<file path="src/rtl/stimulus_generator.sv">
// stimulus_generator: valid/ready stimulus source with an in-order
// expectation scoreboard that timestamps issue and retires responses.
module stimulus_generator #(
  parameter int unsigned       DATA_W    = 32,
  parameter int unsigned       DEPTH     = 16,
  parameter logic [DATA_W-1:0] EXP_XOR   = '0,
  parameter logic [31:0]       LFSR_SEED = 32'hACE12345
) (
  input  logic              clk,
  input  logic              rst_n,
  input  logic              start,
  input  logic [15:0]       txn_count,
  input  logic [1:0]        mode,
  input  logic [7:0]        gap,
  output logic              stim_valid,
  output logic [DATA_W-1:0] stim_data,
  input  logic              stim_ready,
  input  logic              resp_valid,
  input  logic [DATA_W-1:0] resp_data,
  output logic              result_valid,
  output logic [DATA_W-1:0] dut_response,
  output logic [DATA_W-1:0] expected_data,
  output logic [31:0]       latency,
  output logic              busy,
  output logic              done,
  output logic              orphan_err
);

  localparam int unsigned AW = (DEPTH > 1) ? $clog2(DEPTH) : 1;
  localparam int unsigned CW = AW + 1;
  localparam logic [CW-1:0] FULL = CW'(DEPTH);
  localparam logic [DATA_W-1:0] POLY = DATA_W'(32'h8020_0003);

  typedef enum logic [2:0] {
    S_IDLE,
    S_ISSUE,
    S_GAP,
    S_DRAIN,
    S_DONE
  } state_t;

  state_t            state;
  logic [15:0]       remaining;
  logic [7:0]        gap_q;
  logic [7:0]        gap_cnt;
  logic [1:0]        mode_q;
  logic [31:0]       ts;
  logic [CW-1:0]     count;
  logic [CW-1:0]     count_next;
  logic [AW-1:0]     wr_ptr;
  logic [AW-1:0]     rd_ptr;
  logic [DATA_W-1:0] mem_d [DEPTH];
  logic [31:0]       mem_t [DEPTH];

  logic push;
  logic pop;
  logic orphan;
  logic can_raise;

  function automatic logic [DATA_W-1:0] first_word(
    input logic [1:0] m
  );
    unique case (m)
      2'd1:    first_word = DATA_W'(LFSR_SEED);
      2'd2:    first_word = DATA_W'(1);
      default: first_word = '0;
    endcase
  endfunction

  function automatic logic [DATA_W-1:0] next_word(
    input logic [1:0]        m,
    input logic [DATA_W-1:0] d
  );
    unique case (m)
      2'd1:    next_word = d[0] ? ((d >> 1) ^ POLY) : (d >> 1);
      2'd2:    next_word = {d[DATA_W-2:0], d[DATA_W-1]};
      default: next_word = d + DATA_W'(1);
    endcase
  endfunction

  assign push   = stim_valid & stim_ready;
  assign pop    = resp_valid & (count != '0);
  assign orphan = resp_valid & (count == '0);

  // occupancy after this cycle; a same-cycle push cannot feed a pop
  always_comb begin
    count_next = count;
    unique case ({push, pop})
      2'b10:   count_next = count + CW'(1);
      2'b01:   count_next = count - CW'(1);
      default: ;
    endcase
  end

  assign can_raise = count_next < FULL;

  // free-running issue/response timestamp
  always_ff @(posedge clk or negedge rst_n) begin
    if (!rst_n) ts <= '0;
    else        ts <= ts + 32'd1;
  end

  // scoreboard pointers and occupancy
  always_ff @(posedge clk or negedge rst_n) begin
    if (!rst_n) begin
      wr_ptr <= '0;
      rd_ptr <= '0;
      count  <= '0;
    end else begin
      if (push) wr_ptr <= wr_ptr + AW'(1);
      if (pop)  rd_ptr <= rd_ptr + AW'(1);
      count <= count_next;
    end
  end

  // scoreboard storage: expected word and issue time
  always_ff @(posedge clk) begin
    if (push) begin
      mem_d[wr_ptr] <= stim_data ^ EXP_XOR;
      mem_t[wr_ptr] <= ts;
    end
  end

  // retire responses against the oldest outstanding entry
  always_ff @(posedge clk or negedge rst_n) begin
    if (!rst_n) begin
      result_valid  <= 1'b0;
      dut_response  <= '0;
      expected_data <= '0;
      latency       <= '0;
      orphan_err    <= 1'b0;
    end else begin
      result_valid <= pop;
      if (pop) begin
        dut_response  <= resp_data;
        expected_data <= mem_d[rd_ptr];
        latency       <= ts - mem_t[rd_ptr];
      end
      if (orphan) orphan_err <= 1'b1;
    end
  end

  // run sequencing and stimulus issue
  always_ff @(posedge clk or negedge rst_n) begin
    if (!rst_n) begin
      state      <= S_IDLE;
      remaining  <= '0;
      gap_q      <= '0;
      gap_cnt    <= '0;
      mode_q     <= '0;
      stim_valid <= 1'b0;
      stim_data  <= '0;
      busy       <= 1'b0;
      done       <= 1'b0;
    end else begin
      unique case (state)
        S_IDLE, S_DONE: begin
          if (start) begin
            mode_q    <= mode;
            gap_q     <= gap;
            remaining <= txn_count;
            stim_data <= first_word(mode);
            if (txn_count == '0) begin
              state <= S_DONE;
              done  <= 1'b1;
            end else begin
              state      <= S_ISSUE;
              busy       <= 1'b1;
              done       <= 1'b0;
              stim_valid <= can_raise;
            end
          end
        end
        S_ISSUE: begin
          if (push) begin
            remaining <= remaining - 16'd1;
            stim_data <= next_word(mode_q, stim_data);
            if (remaining == 16'd1) begin
              state      <= S_DRAIN;
              stim_valid <= 1'b0;
            end else if (gap_q != '0) begin
              state      <= S_GAP;
              gap_cnt    <= gap_q;
              stim_valid <= 1'b0;
            end else begin
              stim_valid <= can_raise;
            end
          end else if (!stim_valid) begin
            stim_valid <= can_raise;
          end
        end
        S_GAP: begin
          if (gap_cnt == 8'd1) begin
            state      <= S_ISSUE;
            stim_valid <= can_raise;
          end else begin
            gap_cnt <= gap_cnt - 8'd1;
          end
        end
        S_DRAIN: begin
          if (count == '0) begin
            state <= S_DONE;
            busy  <= 1'b0;
            done  <= 1'b1;
          end
        end
        default: state <= S_IDLE;
      endcase
    end
  end

endmodule
</file>
<file path="config.mk">
export PLATFORM = sky130hd
export DESIGN_NAME = stimulus_generator
export DESIGN_NICKNAME = d
export VERILOG_FILES = /design/src/rtl/stimulus_generator.sv
export SDC_FILE = /design/constraint.sdc
export NUM_CORES = 2
export LEC_CHECK = 0
export ABC_CLOCK_PERIOD_IN_PS = 5800
export CAP_MARGIN = 20
export CORE_ASPECT_RATIO = 0.5
export CORE_MARGIN = 2
export CORE_UTILIZATION = 63
export CTS_BUF_LIST = sky130_fd_sc_hd__clkbuf_8
export CTS_CLUSTER_SIZE = 20
export DETAILED_ROUTE_END_ITERATION = 10
export PLACE_DENSITY = 0.82
export SLEW_MARGIN = 15
export SYNTH_ARGS = -nofsm -noshare
export SYNTH_HDL_FRONTEND = slang
export SYNTH_SLANG_ARGS = --single-unit
</file>
<file path="constraint.sdc">
create_clock -name clk -period 5.8 [get_ports clk]
set_clock_uncertainty 0.2 [all_clocks]
set_input_delay 0.87 -clock clk [delete_from_list [all_inputs] [get_ports clk]]
set_output_delay 0.87 -clock clk [all_outputs]
set_load 0.05 [all_outputs]
</file>
---- After elaboration in Yosys (flattened, before gate mapping) ----
Memory sizes are Yosys's and may differ from the RTL's. A register that Yosys moved wholly into a read port is not among the register bits.
Cells that the tools add are included.
operators by class
  magnitude comparators ................... 1
  equal/unequal tests ..................... 21
  multiplexer cells ....................... 41
  $add $sub $neg .......................... 9
  reduce and logical (&&, ||, !) cells .... 18
  bitwise gates (word level) .............. 4
operators with widths
  operator               count
  $pmux 32 s2            3
  $mux 32                3
  $add 32x1->32 const B  2
  $mux 16                2
  $mux 8                 4
  $pmux 16 s2            1
  $sub 32x32->32         1
  $mux 3                 7
  $eq 16x1->1 const B    1
  $logic_not 16->1       1
  $ne 2x2->1 const B     8
  $pmux 8 s2             1
  $sub 16x1->16 const B  1
  $mux 1                 15
  $pmux 3 s4             1
  $pmux 5 s2             1
  $reduce_and 5->1       2
  $add 4x1->4 const B    2
  $eq 8x1->1 const B     1
  $reduce_and 4->1       2
  $reduce_bool 8->1      1
  $sub 8x1->8 const B    1
  $eq 2x1->1 const B     3
  $eq 2x2->1 const B     3
  other kinds (20)       27
word-level totals
  register bits after elaboration ......... 183
  RAM bits ................................ 1024
  input port bits ......................... 63
  output and inout port bits .............. 133
  memories ................................ 2
  word-level logic and storage cells ...... 113
memory list
  memory  words  bits a word  read ports  clocked after memory_dff  write ports  line  RTL
  mem_d   16     32           1           1                         1            52    logic [DATA_W-1:0] mem_d [DEPTH];
  mem_t   16     32           1           0                         1            53    logic [31:0] mem_t [DEPTH];

---- Logic depth before layout (Yosys ltp) ----
  depth after elaboration ................. 9
  gate-level depth with buffers ........... 16
  mapped depth without buffers ............ 13

---- Worst setup path before layout ----
OpenSTA, ideal clock, no wires.
  path kind ............................... reg-to-reg
  start ................................... register rd_ptr[0]
  end ..................................... register latency[31]
  setup slack ............................. 1049 ps
  setup time .............................. 128 ps
  cell stages (with the launch flop) ...... 16
  buffers on the path ..................... 3
  data arrival time ....................... 4423 ps
  required time ........................... 5472 ps
  period minus slack after synthesis ...... 4751 ps
  cell sequence ........................... dfrtp_1 > clkbuf_1 > clkbuf_1 > buf_1 > mux4_2 > mux4_2 > inv_1 > ha_1 > nor2b_1 > o31a_1 > o31a_1 > nor3b_1 > o21ai_1 > a2111oi_0 > o211ai_1 > nor3b_1
on the way
  cells in the longest elaborated chain, start to end .. 2
ends and longest elaborated chain
  element                 line  RTL
  from (decl)             51    logic [AW-1:0] rd_ptr;
  from (signal assigned)  111   if (pop) rd_ptr <= rd_ptr + AW'(1);
  $mem_v2 16x32           n/a
  $sub 32x32->32          137   latency <= ts - mem_t[rd_ptr];
  to (signal assigned)    137
  to (decl)               23    output logic [31:0] latency,
Every way passes these cells.
A chain may end at the register's enable or synchronous reset.

---- Worst setup path in the final report ----
Same ends and word-level chain as after synthesis.

==> run metrics <==
CTS clock-pin slew for the worst setup and hold paths=approximately 0.06 ns; buffers and inverters on the worst path=2; overall overflow remaining after global route=0; kind of start point of the critical path=flop; Core ar.=around 0.08 mm²; Antenna Nets Post-Route=0; number of cells after detailed placement=4019; Site Rows=73; starting density of the core=~64%; Sw Share=around 27%; initial antenna violation count=0; Clock Power Share=between 30% and 40%; worst setup slack for register-to-register paths=roughly 0.76 ns; count of vias placed by the detailed router=28672; setup TNS after final layout=0 ns; per-cell via count in the routed design=~6.6; RSZ-0062 raised after global routing=false; Critical Setup Path Class=reg2reg; sequential share of power=approximately half; synthesized net count=around 3000; relative contribution of combinational cells to total power=between 10% and 20%; start point of the worst hold path=orphan_err; result of the run=complete, no violations; DRC Markers=0; maximum fanout count along the critical path=between 40 and 50; LEAKAGE=around 22 nW; Post-CTS Repair Setup Buffers=0; Mapped Cells=2862; net switching power=around 5.3 mW; share of flip-flops with an asynchronous set or reset=between 10% and 20%; Worst Tran Pin Value=1.071 ns; fin. max-slew vios=0; clock tree root driver cell=sky130_fd_sc_hd__clkbuf_8; Final Hold Viols=0; cell taking the most area after synthesis=sky130_fd_sc_hd__edfxtp_1; worst setup path startpoint=rd_ptr[0]; yosys synthesis warning count=0; number of synthesized flops with an enable pin=1024; post-synth design cell area=0.05045 mm²; first-pass iteration count of the detailed router=6; total routing resource utilization after global routing=just under 30%; count of placed standard cells in the final layout, fillers left out=4329; Area Overhead vs Synth=13.14%; endpoints failing setup=0; Worst EP arrival=about 5.5 ns; GR peak layer=met2; number of synthesized register bits=1239; count of pins on the block boundary=slightly below 200; maximum frequency from static timing analysis=198.5 MHz; number of distinct library cell variants in the gate-level netlist after synthesis=75; deepest clock path buffer count=3; total routed wirelength=~120 mm; pin count of the biggest net entering global routing=around 120; antenna fix cells=0; share of the cycle needed by the critical path after routing=a little under 90%; met2 track demand over resource in global routing=46.26%; first-iteration detailed-routing DRC count=around 4100; die width=404.2 µm; average wire per cell in the routed design=~28 µm; required time of the worst setup path=6.29 ns; TritonCTS clock tree=done; number of port buffers=about 200; Hold/Removal Path Class=reg2reg; Internal Pwr Total=~14 mW; met1 global-route usage=42.28%; number of instances resized during post-cts repair=0; net count reported at finish=3250; via count of the first global-routing pass=a little under 30000; number of buffers inserted for hold repair after clock tree synthesis=1; mean instance size in the synthesized netlist=around 18 µm²; worst ir drop on vdd=between 200 and 300 µV; met3 demand-to-capacity share in global routing=6.886%; Synth area leaders=sky130_fd_sc_hd__edfxtp_1 (61%), sky130_fd_sc_hd__mux4_2 (13%), sky130_fd_sc_hd__dfrtp_1 (11%), sky130_fd_sc_hd__nand2_1 (2.4%), sky130_fd_sc_hd__ha_1 (1.2%); Slowest cell on crit path=sky130_fd_sc_hd__dfrtp_4; maximum capacitance violations=0; maximum cell stage delay along the critical path=about 0.66 ns; primary flip-flop cell chosen by synthesis mapping=sky130_fd_sc_hd__edfxtp_1; sink count of the clock tree=roughly 1200; startpoint of the worst-slack reg-to-reg timing path=rd_ptr[0]; CTS buffer count=164; HPWL after DPL=about 67 mm; CTS H-tree depth=4; weighted congestion reported at the end of routability-driven placement=0.8622; height of the chip=204.1 µm; power density over the cells=337.0 mW/mm²; share of the core filled with cells in the final layout=roughly 72%; cell-by-cell trace of the critical path=buf_12 > mux4_2 > mux4_2 > inv_1 > ha_1 > and4_1 > and3_1 > o31a_1 > nor3b_1 > o21ai_1 > a2111oi_0 > o211ai_1 > nor3b_1; filler cell count=4430; clock latency at the later pin of the worst-skew pair=about 0.82 ns; crit-path leading delay family=compound AO/OA/AOI/OAI gates; wire length of the first global-routing pass=around 180 mm; relative slew slack=between 20% and 30%; final worst path period need=just over 5 ns; Synth top area share=60.95%; Die ar.=~0.083 mm²; ratio of cells with drive above 1 in the final layout=roughly 19%; fraction of the yosys area taken by sequential cells=a little under three quarters; kind of capture point of the worst setup path=flop
[cells in the mapped netlist (11+ instances only)]
| library cell | count |
|---|---|
| sky130_fd_sc_hd__nor2_1 | 84 |
| sky130_fd_sc_hd__o31ai_1 | 13 |
| sky130_fd_sc_hd__and3_1 | 24 |
| sky130_fd_sc_hd__nor3_1 | 25 |
| sky130_fd_sc_hd__nand4_1 | 15 |
| sky130_fd_sc_hd__o21ai_1 | 69 |
| sky130_fd_sc_hd__mux4_2 | 302 |
| sky130_fd_sc_hd__and2_1 | 17 |
| sky130_fd_sc_hd__dfrtp_1 | 215 |
| sky130_fd_sc_hd__a221oi_1 | 27 |
| sky130_fd_sc_hd__inv_1 | 53 |
| sky130_fd_sc_hd__a21o_1 | 12 |
| sky130_fd_sc_hd__nand2_1 | 317 |
| sky130_fd_sc_hd__o21ai_0 | 39 |
| sky130_fd_sc_hd__clkbuf_1 | 98 |
| sky130_fd_sc_hd__nand3_1 | 45 |
| sky130_fd_sc_hd__xor2_1 | 26 |
| sky130_fd_sc_hd__edfxtp_1 | 1024 |
| sky130_fd_sc_hd__buf_1 | 39 |
| sky130_fd_sc_hd__xnor2_1 | 44 |
| sky130_fd_sc_hd__o21a_1 | 12 |
| sky130_fd_sc_hd__a22o_1 | 11 |
| sky130_fd_sc_hd__a21oi_1 | 73 |
| sky130_fd_sc_hd__ha_1 | 49 |
| sky130_fd_sc_hd__mux2i_1 | 25 |
| sky130_fd_sc_hd__a211oi_1 | 16 |
| sky130_fd_sc_hd__o221ai_1 | 20 |
[kinds of logic after synthesis]
group / count (synthesis) / share of synthesized area (%)
AO/OA/AOI/OAI: 371 / 4.868
XOR/XNOR: 70 / 1.215
adder cells (fa/ha/maj): 50 / 1.255
buffers and inverters: 207 / 1.605
flip-flops: 1239 / 71.61
multiplexers: 337 / 14.20
AND/OR/NAND/NOR: 588 / 5.245
[final timing paths]
path	endpoint	depth (start not counted)
worst max-delay path	latency[31]	13
worst min-delay path	orphan_err	1
worst max register to register	latency[31]	13
worst min register to register	orphan_err	1
max in group asynchronous	latency[29]	3
min in group asynchronous	remaining[10]	2
[power by group through the flow]
| stage | sequential, mW | clock [mW] | combinational [mW] |
|---|---|---|---|
| after global placement | 10.1 | 0 | 3.01 |
| after floorplan | 10.2 | 0 | 2.05 |
| after detailed placement | 10.1 | 0 | 3.04 |
| final | 9.88 | 6.35 | 3.01 |
| after global routing | 9.89 | 6.75 | 3.20 |
| after CTS | 9.87 | 6.40 | 3.06 |
[metrics by stage]
step / total power, mW / worst slack (ns) / hold slack [ns] / cell area [µm²]
3_3_place_gp: 13.06 / 0.8907 / 0.2464 / 53840
2_1_floorplan: 12.20 / 1.049 / 0.2453 / 50450
3_5_place_dp: 13.10 / 0.7712 / 0.2501 / 53860
5_1_grt: 19.85 / 0.3858 / 0.2918 / 57080
6_report: 19.23 / 0.7611 / 0.2688 / 57080
4_1_cts: 19.33 / 0.7316 / 0.2733 / 57050
[layout by cell type, fill, tap and decap left out, types with 25 or more instances in the layout]
cell / Yosys / final
sky130_fd_sc_hd__a21oi_1: 73 / 73
sky130_fd_sc_hd__a221oi_1: 27 / 27
sky130_fd_sc_hd__buf_4: 2 / 47
sky130_fd_sc_hd__clkbuf_8: 0 / 190
sky130_fd_sc_hd__clkdlybuf4s50_1: 0 / 194
sky130_fd_sc_hd__clkinv_1: 2 / 31
sky130_fd_sc_hd__dfrtp_1: 215 / 212
sky130_fd_sc_hd__edfxtp_1: 1024 / 1024
sky130_fd_sc_hd__ha_1: 49 / 48
sky130_fd_sc_hd__inv_1: 53 / 110
sky130_fd_sc_hd__mux2i_1: 25 / 25
sky130_fd_sc_hd__mux4_2: 302 / 302
sky130_fd_sc_hd__nand2_1: 317 / 317
sky130_fd_sc_hd__nand3_1: 45 / 45
sky130_fd_sc_hd__nor2_1: 84 / 83
sky130_fd_sc_hd__nor3_1: 25 / 25
sky130_fd_sc_hd__o21ai_0: 39 / 39
sky130_fd_sc_hd__o21ai_1: 69 / 68
sky130_fd_sc_hd__xnor2_1: 44 / 44
sky130_fd_sc_hd__xor2_1: 26 / 26
[cell type report]
cell class                      count  area [µm²]  area share (%)
Sequential cell                  1239       36140           63.32
Multi-Input combinational cell   1416       13590           23.81
Timing Repair Buffer              258        2635           4.616
Clock buffer                      190        2615           4.581
Tap cell                         1050        1314           2.302
Clock inverter                    118       563.0          0.9864
Inverter                           58       221.5          0.3880
[flip-flops by register name, indices dropped and copies added (netlist names), 16 cells and up]
signal / count
mem_d: 512
mem_t: 512
dut_response: 32
expected_data: 32
latency: 32
stim_data: 32
ts: 32
remaining: 16
[per-layer routing]
metal,wire [µm],share of wire (%),vias up
met5,0,0,-
met4,3202,2.7,0
met1,45630,38,14660
met2,57670,48,1824
met3,13380,11,248
li1,-,-,11940
Note: power is estimated with default switching activity, not from simulation.
